--- src/rtl/my_interface_if.sv ---
// Client/bus bundle for the shared fetch-and-increment counter.
// The slave modport is the counter itself; the master modport is its client side.
interface my_interface_if #(
  parameter int WIDTH = 32
);
  logic             req0;
  logic             req1;
  logic             load;
  logic [WIDTH-1:0] load_val;
  logic             ack0;
  logic             ack1;
  logic [WIDTH-1:0] rdata0;
  logic [WIDTH-1:0] rdata1;
  logic             hello_valid;
  logic [WIDTH-1:0] hello_val;
  logic [WIDTH-1:0] shared_val;

  modport master (
    output req0, req1, load, load_val,
    input  ack0, ack1, rdata0, rdata1, hello_valid, hello_val, shared_val
  );

  modport slave (
    input  req0, req1, load, load_val,
    output ack0, ack1, rdata0, rdata1, hello_valid, hello_val, shared_val
  );
endinterface

--- src/rtl/my_interface.sv ---
// Shared wrapping counter serving two fetch-and-increment clients plus a
// one-shot greeting that claims the first value after every reset.
module my_interface #(
  parameter int WIDTH = 32
) (
  input  logic          clk,
  input  logic          rst_n,
  my_interface_if.slave bus
);

  logic [WIDTH-1:0] v_reg;
  logic [WIDTH-1:0] v_next;
  logic             greet_pending_reg;
  logic             hello_valid_reg;
  logic [WIDTH-1:0] hello_val_reg;
  logic [1:0]       req_vec;
  logic [WIDTH-1:0] greet_inc;

  assign req_vec   = {bus.req1, bus.req0};
  assign greet_inc = WIDTH'(greet_pending_reg);

  // Order within a cycle: greeting first, then client 0, then client 1.
  always_comb begin
    v_next = v_reg + greet_inc + WIDTH'($countones(req_vec));
    if (bus.load) begin
      v_next = bus.load_val;
    end
  end

  // Armed by reset, so the greeting fires on the first edge that sees rst_n high.
  always_ff @(posedge clk or negedge rst_n) begin
    if (!rst_n) begin
      v_reg             <= '0;
      greet_pending_reg <= 1'b1;
      hello_valid_reg   <= 1'b0;
      hello_val_reg     <= '0;
    end else begin
      v_reg             <= v_next;
      greet_pending_reg <= 1'b0;
      hello_valid_reg   <= greet_pending_reg;
      if (greet_pending_reg) begin
        hello_val_reg <= v_reg;
      end
    end
  end

  for (genvar gi = 0; gi < 2; gi++) begin : client
    // Mask of the lower-numbered clients that take a value ahead of this one.
    localparam logic [1:0] AHEAD_MASK = 2'((1 << gi) - 1);

    logic [WIDTH-1:0] slot_val;
    logic             ack_reg;
    logic [WIDTH-1:0] rdata_reg;

    assign slot_val = v_reg + greet_inc + WIDTH'($countones(req_vec & AHEAD_MASK));

    always_ff @(posedge clk or negedge rst_n) begin
      if (!rst_n) begin
        ack_reg   <= 1'b0;
        rdata_reg <= '0;
      end else begin
        ack_reg <= req_vec[gi];
        if (req_vec[gi]) begin
          rdata_reg <= slot_val;
        end
      end
    end
  end

  assign bus.ack0        = client[0].ack_reg;
  assign bus.ack1        = client[1].ack_reg;
  assign bus.rdata0      = client[0].rdata_reg;
  assign bus.rdata1      = client[1].rdata_reg;
  assign bus.hello_valid = hello_valid_reg;
  assign bus.hello_val   = hello_val_reg;
  assign bus.shared_val  = v_reg;

endmodule

--- src/flat_wrapper.sv ---
// flat-port wrapper written by rule: the top's interface ports become plain ports
module my_interface_flat 
#(
  parameter int WIDTH = 32
)
  (clk, rst_n, bus_req0, bus_req1, bus_load, bus_load_val, bus_ack0, bus_ack1, bus_rdata0, bus_rdata1, bus_hello_valid, bus_hello_val, bus_shared_val);
  my_interface_if #(.WIDTH(WIDTH)) bus_i ();
  input  logic clk;
  input  logic rst_n;
  input wire logic [$bits(bus_i.req0)-1:0] bus_req0;
  input wire logic [$bits(bus_i.req1)-1:0] bus_req1;
  input wire logic [$bits(bus_i.load)-1:0] bus_load;
  input wire logic [$bits(bus_i.load_val)-1:0] bus_load_val;
  output wire logic [$bits(bus_i.ack0)-1:0] bus_ack0;
  output wire logic [$bits(bus_i.ack1)-1:0] bus_ack1;
  output wire logic [$bits(bus_i.rdata0)-1:0] bus_rdata0;
  output wire logic [$bits(bus_i.rdata1)-1:0] bus_rdata1;
  output wire logic [$bits(bus_i.hello_valid)-1:0] bus_hello_valid;
  output wire logic [$bits(bus_i.hello_val)-1:0] bus_hello_val;
  output wire logic [$bits(bus_i.shared_val)-1:0] bus_shared_val;
  assign bus_i.req0 = bus_req0;
  assign bus_i.req1 = bus_req1;
  assign bus_i.load = bus_load;
  assign bus_i.load_val = bus_load_val;
  assign bus_ack0 = bus_i.ack0;
  assign bus_ack1 = bus_i.ack1;
  assign bus_rdata0 = bus_i.rdata0;
  assign bus_rdata1 = bus_i.rdata1;
  assign bus_hello_valid = bus_i.hello_valid;
  assign bus_hello_val = bus_i.hello_val;
  assign bus_shared_val = bus_i.shared_val;
  my_interface #(.WIDTH(WIDTH)) u_core (.clk(clk), .rst_n(rst_n), .bus(bus_i));
endmodule
--- config.mk ---
export PLATFORM = sky130hd
export DESIGN_NAME = my_interface_flat
export DESIGN_NICKNAME = d
export VERILOG_FILES = /design/src/rtl/my_interface_if.sv /design/src/rtl/my_interface.sv /design/src/flat_wrapper.sv
export SDC_FILE = /design/constraint.sdc
export NUM_CORES = 1
export LEC_CHECK = 0
export ABC_AREA = 1
export CORE_MARGIN = 2
export CORE_UTILIZATION = 51
export DETAILED_ROUTE_END_ITERATION = 10
export HOLD_SLACK_MARGIN = 0.1
export PLACE_DENSITY = 0.85
export SYNTH_ARGS = -nofsm -noshare
export SYNTH_HDL_FRONTEND = slang
export SYNTH_SLANG_ARGS = --single-unit
--- constraint.sdc ---
create_clock -name clk -period 2.9 [get_ports clk]
set_input_delay 0.29 -clock clk [delete_from_list [all_inputs] [get_ports clk]]
set_output_delay 0.29 -clock clk [all_outputs]
set_load 0.05 [all_outputs]
==> results.md <==
* CP Launch Type: flip-flop
* CTS Root Cell: clkbuf_16
* Rel. slew slack at 0.3471
* Vias at 7847
* DIE WIDTH at 125.4 um
* Clk_lat worst skew at 0.43 ns
* Footprint of the multi-input gates at 3901 um^2
* Layout area overhead at 35.51%
* Final Net Count at 1242
* Antenna violations before repair at 0
* Commonest non-fill, non-tap cells in the layout: nand2_1, clkdlybuf4s50_1, dfrtp_1, nor2_1, nand3_1
* H-Tree Level Count at 4
* Max-cap violations at 0
* CTS clk-pin slew, worst paths at 0.06 ns
* DRC Markers at 0
* Post-Synthesis Cells at between 1000 and 1500
* Syn Nets at 1059
* Final WL at 26830 um
* Critical Path Slowest Stage Cell: dfstp_2
* Vias in the first global route at about 7500
* Slew at the pin closest to its max-slew limit at roughly 0.98 ns
* Shortest period the worst path allows at 2.747 ns
* Worst Path Arrival at 3.06 ns
* CTS tree: built
* FILL cells at 1192
* Placement Setup Slack at 0.1505 ns
* RePlAce Congestion at 1.047
* Cell accounting for the most synthesized area: dfrtp_1
* Maximum VDD drop at approximately 630 uV
* Most common cell after layout, fill and taps aside: nand2_1
* Crit. End Element: flip-flop
* Initial Utilization at 0.5194
* Routed len/inst at 19.25 um
* Top cells by area in the synthesized netlist: dfrtp_1, nand2_1, nor2_1, nand3_1, o21ai_0
* Outcome: completed
* Crit share post-route at 0.9471
* LEAKAGE at 4.693 nW
* Pins over their slew limit at 0
* Syn Std Cell Area at ~7500 um^2
* Top-Level Pins at 168
* Final number of setup-violating endpoints at 0
* Clock buffer count from CTS at 17
* CP peak stage delay at approximately 0.55 ns
* Final WS setup at 0.1534 ns
* Final hold vios at 0
* Wire length of the first global-routing pass at 41660 um
* CP required at 3.22 ns
* FP Rows at 44
* Largest net degree at the start of global routing at 55
* PwrDens at 672.0 nW/um^2
* CORE AREA at 14480 um^2
* Worst Hold Class: in -> async
* Clock sinks at 132
* Gr usage total at 0.3435
* Most Frequent Cell on Critical Path: nand2_1
* Crit path cell chain: ha_1, nand2_2, nor2_8, nand2_4, nor2_2, nand2_1, nand2_1, nand2_1, nor2_1, nand2_1, nor2_1, nand3_1, nand3_1, nand2_1
* Fraction of layout cells with a size suffix above 1 at 0.1174
* Antenna Cells at 0
* Port Buffer Count at 167
* TritonRoute pass-1 iters at 6
* GR Overflow Total at 0
* DIE HEIGHT at 125.4 um
* Crit path max fanout at 7
* Die area at 15730 um^2
* Buffer depth of the longest clock path at 2
* Clock Skews at 0.004947 ns
* RSZ-0062 raised after global routing: yes
* Vias/cell at 5.629
* Synthesized area per cell at about 7.4 um^2
* Distinct cells, synth at 34
* Sequential fraction of the synthesis area at 0.4394
* Fmax at 364.1 MHz
* Post-synth top area share at 0.4359
* Antenna Nets Post-Route at 0
* Synth warn at 0
* FF+latch count, synth at ~130
* Post-DP HPWL at 20150 um
* Register area at 3304 um^2
* Worst Path Class, Setup: reg -> reg
* WHS at 0.3335 ns
* DRT iter0 DRCs at between 800 and 900
cells by family (layout without fill, tap and decap cells):
kind of cell | Yosys count | count (layout) | share of synthesized area
and+or+nand+nor | 633 | 633 | 0.3745
adders and majority gates | 8 | 8 | 0.01431
DFF | 132 | 132 | 0.4394
muxes | 11 | 11 | 0.01647
other | 1 | 1 | 0.0004987
xor gates and xnor gates | 27 | 27 | 0.03444
buffers and inverters | 103 | 299 | 0.05208
AOI/OAI and AO/OA | 99 | 99 | 0.06822
report_power, final:
part	total [mW]	internal, mW	switching [mW]	leakage, nW
clock network	2.17	1.33	0.841	0.280
registers	2.33	2.09	0.242	1.58
logic	2.35	0.728	1.62	2.83
area by class of cell:
cell class | instances | area share
Clock buffer | 20 | 0.04580
Inverter | 78 | 0.02898
Tap cell | 184 | 0.02259
Multi-Input combinational cell | 779 | 0.3829
Clock inverter | 12 | 0.01277
Sequential cell | 132 | 0.3243
Timing Repair Buffer | 189 | 0.1827
through the flow:
step	instance area, um^2	power, mW	util	setup TNS, ns	std cells
6_report	10190	6.848	0.7038	0	1394
5_1_grt	10190	7.082	0.7038	-0.01711	1394
4_1_cts	10100	6.807	0.6977	0	1393
3_5_place_dp	9495	4.641	0.6558	0	1360
3_3_place_gp	9495	4.624	0.6558	0	1360
2_1_floorplan	7520	3.735	-	0	1014
Yosys cell counts, drive strengths merged:
library cell	count
o21ai	63
xnor2	6
dfstp	1
mux2	11
nor3	1
fa	1
a31oi	12
clkbuf	20
nand2	384
nand3b	1
ha	7
a21oi	23
xor2	21
dfrtp	131
clkinv	1
nand4	13
and2	1
inv	77
conb	1
buf	5
nor2	146
a21o	1
nand3	87
routing by layer:
metal | track usage | share of wire
met1 | 0.4819 | 0.42
met2 | 0.5361 | 0.45
met3 | 0.06846 | 0.088
met4 | 0.1176 | 0.037
met5 | 0 | 0
path summary, 6_finish.rpt:
check	startpoint	to	slack (ns)	cells after the start
max	u_core.greet_pending_reg	u_core.bus.rdata1[31]	0.15	14
min	rst_n	u_core.bus.shared_val[4]	0.33	2
max reg2reg	u_core.greet_pending_reg	u_core.bus.rdata1[31]	0.15	14
min reg2reg	u_core.bus.rdata0[4]	u_core.bus.rdata0[4]	0.48	2
max in group asynchronous	rst_n	u_core.bus.shared_val[19]	1.81	3
min in group clk	bus_load_val[0]	u_core.bus.shared_val[0]	0.40	3
worst max-delay path: cells and delay by family, from the launching register on:
family	cells	cell delay (ns)
adder cells (fa/ha/maj)	1	0.19
flip-flops	1	0.55
AND/OR/NAND/NOR	13	1.90
timing repair:
item	4_1_cts	5_1_grt
hold buffers	1	0
gates resized for setup	0	18
setup buffers	0	1
setup endpoints to repair	0	15
hold endpoints to repair	26	0
Power figures use the tool's default switching activity.
